==> src/rtl/register_file_2r1w.sv <==
// Two-read/one-write register file for the 16-bit datapath.
// Reads are combinational, with optional hardwired-zero register 0 and optional write-to-read bypass.
module register_file_2r1w #(
    parameter int WIDTH    = 16,
    parameter int DEPTH    = 16,
    parameter int ADDR_W   = 4,
    parameter int ZERO_REG = 1,
    parameter int BYPASS   = 1
) (
    input  logic              clk,
    input  logic              rst_n,
    input  logic              w_flag,
    input  logic [ADDR_W-1:0] w_addr,
    input  logic [WIDTH-1:0]  w_data,
    input  logic [ADDR_W-1:0] r_addr_a,
    output logic [WIDTH-1:0]  r_data_a,
    input  logic [ADDR_W-1:0] r_addr_b,
    output logic [WIDTH-1:0]  r_data_b
);

    logic [WIDTH-1:0] r_regs [DEPTH];
    logic             w_wrValid;
    logic             w_bypassA;
    logic             w_bypassB;
    logic [WIDTH-1:0] w_storedA;
    logic [WIDTH-1:0] w_storedB;

    // Out-of-range and hardwired-zero writes are dropped here, so they are never stored or bypassed.
    assign w_wrValid = rst_n && w_flag
                     && (int'(w_addr) < DEPTH)
                     && !((ZERO_REG != 0) && (w_addr == '0));

    always_ff @(posedge clk or negedge rst_n) begin
        if (!rst_n) begin
            for (int i = 0; i < DEPTH; i++) begin
                r_regs[i] <= '0;
            end
        end else begin
            for (int i = 0; i < DEPTH; i++) begin
                if (w_wrValid && (w_addr == ADDR_W'(i)) && !((ZERO_REG != 0) && (i == 0))) begin
                    r_regs[i] <= w_data;
                end
            end
        end
    end

    // Unmatched addresses fall through to zero, which covers out-of-range reads.
    always_comb begin
        w_storedA = '0;
        w_storedB = '0;
        for (int i = 0; i < DEPTH; i++) begin
            if (!((ZERO_REG != 0) && (i == 0))) begin
                if (r_addr_a == ADDR_W'(i)) begin
                    w_storedA = r_regs[i];
                end
                if (r_addr_b == ADDR_W'(i)) begin
                    w_storedB = r_regs[i];
                end
            end
        end
    end

    assign w_bypassA = (BYPASS != 0) && w_wrValid && (r_addr_a == w_addr);
    assign w_bypassB = (BYPASS != 0) && w_wrValid && (r_addr_b == w_addr);

    always_comb begin
        r_data_a = '0;
        r_data_b = '0;
        if (rst_n) begin
            r_data_a = w_bypassA ? w_data : w_storedA;
            r_data_b = w_bypassB ? w_data : w_storedB;
        end
    end

endmodule

==> config.mk <==
export PLATFORM = sky130hd
export DESIGN_NAME = register_file_2r1w
export DESIGN_NICKNAME = d
export VERILOG_FILES = /design/src/rtl/register_file_2r1w.sv
export SDC_FILE = /design/constraint.sdc
export NUM_CORES = 1
export LEC_CHECK = 0
export ABC_AREA = 1
export BUFFER_PORTS_ARGS = -buffer_cell sky130_fd_sc_hd__buf_2
export CAP_MARGIN = 20
export CORE_MARGIN = 1.5
export CORE_UTILIZATION = 31
export DETAILED_ROUTE_END_ITERATION = 8
export HOLD_SLACK_MARGIN = 0.03
export PLACE_DENSITY_LB_ADDON = 0.3
export SYNTH_ARGS = -nofsm -noshare
export SYNTH_HDL_FRONTEND = slang
export SYNTH_SLANG_ARGS = --single-unit
==> constraint.sdc <==
create_clock -name clk -period 1.82 [get_ports clk]
set_input_delay 0.091 -clock clk [delete_from_list [all_inputs] [get_ports clk]]
set_output_delay 0.091 -clock clk [all_outputs]
set_load 0.1 [all_outputs]
==> impl_metrics.toml <==
[sta]
fin_skew_ps = 0
min_period_over_period_pct = 132
maxSlewViolCount = 0
clock.fmax_mhz = 417
timing.final.crit_period_ps = 2400
fin_tns_setup_ps = -15000
worst_slew_margin_rel_pct = 51.2
hold_violations = 0
worst_slew_pin_slew_ps = 731
rsz0062_at_grt = "yes"
postLayoutSetupSlackWorst_ps = -576
setup_viol = 32

[floorplanning]
die_x_um = 208
initial_core_util_pct = 31.7
dieArea_um2 = 43300
ios = 63
fp-row-count = 74
die_h_um = 208
core_um2 = 41100

[synthesis]
seq_area_frac_synth_pct = 46.1
yosysTopAreaCellShare_pct = 46.1
syn_avg_cell_area_um2 = 7.01
yosys_warnings = 0
syn_nets = 1889
ys_ff_latch = 240
synth_top_area_cell = "dfrtp_1"
netlist-cell-type-count = 28
synth.area.top_cells = "dfrtp_1, nand2_1, o21ai_0, nand4_1, nor2_1"
syn_inst = 1858
synth_area_um2 = 13000

[cells_and_area]
ff_latch_area_um2 = 6010
multiInputGateArea_um2 = 6590
drive_above_1_share_pct = 23.0
top_register = "r_regs"
nFillCells = 4194
antennaDiodeCount = 0
largest_registers = "r_regs (240)"
area_delta_synth_final_pct = 33.5
layout.nets = 2079
largest_register_ffs = 240

[worst_setup_path]
crit_type = "register to primary output"
worst-path-max-fanout = 3
critPathArrivalTime_ps = 2300
startpoint_type = "register"
end_kind = "primary output"
cp.required_ps = 1730

[power_and_ir_drop]
power_frac_comb_pct = 21.4
p_int_mw = 11.2
power_density_nw_per_um2 = 947
power_mw = 16.5
p_sw_mw = 5.26
switching_share_pct = 31.9
clock_power_share_pct = 35.7
irDropWorstVdd_mv = 0.582
seq_power_share_pct = 42.9
p_leak_nw = 7.95

[route]
drt_wl_total_um = 43900
vias = 13000
drtIter0Drc = 1091
ant_nets = 0
wire_per_inst_um = 16.9
vias_per_cell = 5.00
drc = 0
drtPass1Iterations = 5

[clocking]
clkSinkCount = 240
clockBufferDepth = 3
cts_tree = "built"
path_clk_slew_ps = 60
insertion_delay_ps = 550
cts_made_buffers = 28
clock-root-buffer = "clkbuf_16"
h-tree-depth = 1

[global_routing]
grt_start_max_net_pins = 96
antenna_found_initial = 0
grt_usage_pct = 20.5
grt-ovfl-total = 0
grt_pass1_vias = 13100
grt_pass1_wl_um = 71200

[place]
place.gp.congestion = 0.910
pre_cts_slack_ps = -495
port_buffers = 62
dp.final_hpwl_um = 31800

[run]
max_cap_viol_count = 0

[hold_path]
hold_path_class = "primary input to register"

[outcome]
status = "complete, but fails checks"
violations = "negative setup slack"
[per-layer routing]
metal	global-route usage, %	wire length [um]
met5	0	0
met4	8.99	1930
met3	1.87	1480
met1	25.8	18800
met2	35.9	21700
[cell families after synthesis]
kind of cell / synth area share, %
compound gates: 15.0
xor+xnor: 0.538
buf+inv: 7.34
flops: 46.1
simple gates: 31.0
[placed cells by master, fill, tap and decap left out, types with 5 or more instances in the layout]
cell type	synthesis	routed
nor2_2	9	53
clkinv_2	0	7
nor2_1	141	68
clkbuf_16	0	29
or2_2	7	6
nor2_4	2	31
o211ai_1	20	20
buf_12	0	51
inv_2	8	9
nand3_2	0	5
nand4_1	88	88
nand2_2	4	31
buf_4	1	186
clkbuf_8	0	9
inv_1	122	120
buf_2	25	29
nand2_1	710	682
a21oi_1	50	45
nand3_1	16	10
o21ai_0	309	305
dfrtp_1	240	240
[synthesized netlist by cell type]
cell      number
dfrtp_1      240
nor2_2         9
or2_0          1
inv_1        122
clkbuf_1      85
nand4_1       88
nand3b_1       1
nor3_4         1
nand2_1      710
buf_6          1
nand2_2        4
o21ai_0      309
a21oi_1       50
buf_2         25
inv_2          8
buf_4          1
nor2_1       141
nand3_1       16
nor3b_1        1
clkbuf_2       1
nor2_4         2
xor2_1         4
a21oi_2        1
o21ai_1        1
or2_2          7
xnor2_1        4
o211ai_1      20
nor3_1         5
[power groups by stage]
stage          Clock, mW  Sequential (mW)  Combinational [mW]
6_report            5.88             7.07                3.52
3_3_place_gp           0             7.10                3.27
3_5_place_dp           0             7.11                3.35
2_1_floorplan          0             6.94                2.09
5_1_grt             6.19             7.20                3.92
4_1_cts             5.99             7.05                3.51
[per-stage QoR]
stage	std cells	area [um2]	utilization [%]	hold slack (ps)
finish	2601	17400	42.3	92.5
global route	2601	17400	42.3	137
CTS	2599	17300	42.0	98.3
detailed placement	2546	15900	38.7	108
global placement	2546	15900	38.7	108
floorplan	1858	13300	-	-205
[layout make-up]
type,instances,share of cell area [%]
clock buffers,38,4.88
multi-input cells,1375,37.9
inverters,130,2.83
well taps,532,3.83
clock inverters,13,0.770
repair buffers,273,15.3
flip-flops and latches,240,34.5
[final timing paths]
path                                         start                      end  slack [ps]  depth (start not counted)
min in group asynchronous                    rst_n  r_regs[201]$_DFFE_PN0P_         310                          4
max in group asynchronous                    rst_n  r_regs[122]$_DFFE_PN0P_         700                          5
hold reg to reg             r_regs[79]$_DFFE_PN0P_   r_regs[79]$_DFFE_PN0P_         480                          2
setup reg to reg           r_regs[239]$_DFFE_PN0P_  r_regs[239]$_DFFE_PN0P_         990                          3
setup / recovery           r_regs[216]$_DFFE_PN0P_              r_data_b[8]        -580                         11
hold / removal                           w_data[3]  r_regs[147]$_DFFE_PN0P_          90                          3
[worst max-delay path, cell delays in order (launching register included)]
cell      delay (ps)
dfrtp_1          400
o211ai_1         200
nand2_1          100
nand2_2           80
nand4_1          100
nand2_1          100
nand4_1          100
nor2_1           150
nand4_1          140
nor2_2           170
nor2_4            60
buf_12           160
[repair_timing]
| item | 4_1_cts | 5_1_grt |
|---|---|---|
| cloned | 0 | 0 |
| setup endpoints to repair | 32 | 32 |
| hold buffers | 2 | 0 |
| setup buffers | 0 | 2 |
| pin swaps | 37 | 55 |
| endpoints found under the hold margin | 240 | 0 |
| resized for setup | 110 | 30 |
Power figures use the tool's default switching activity.
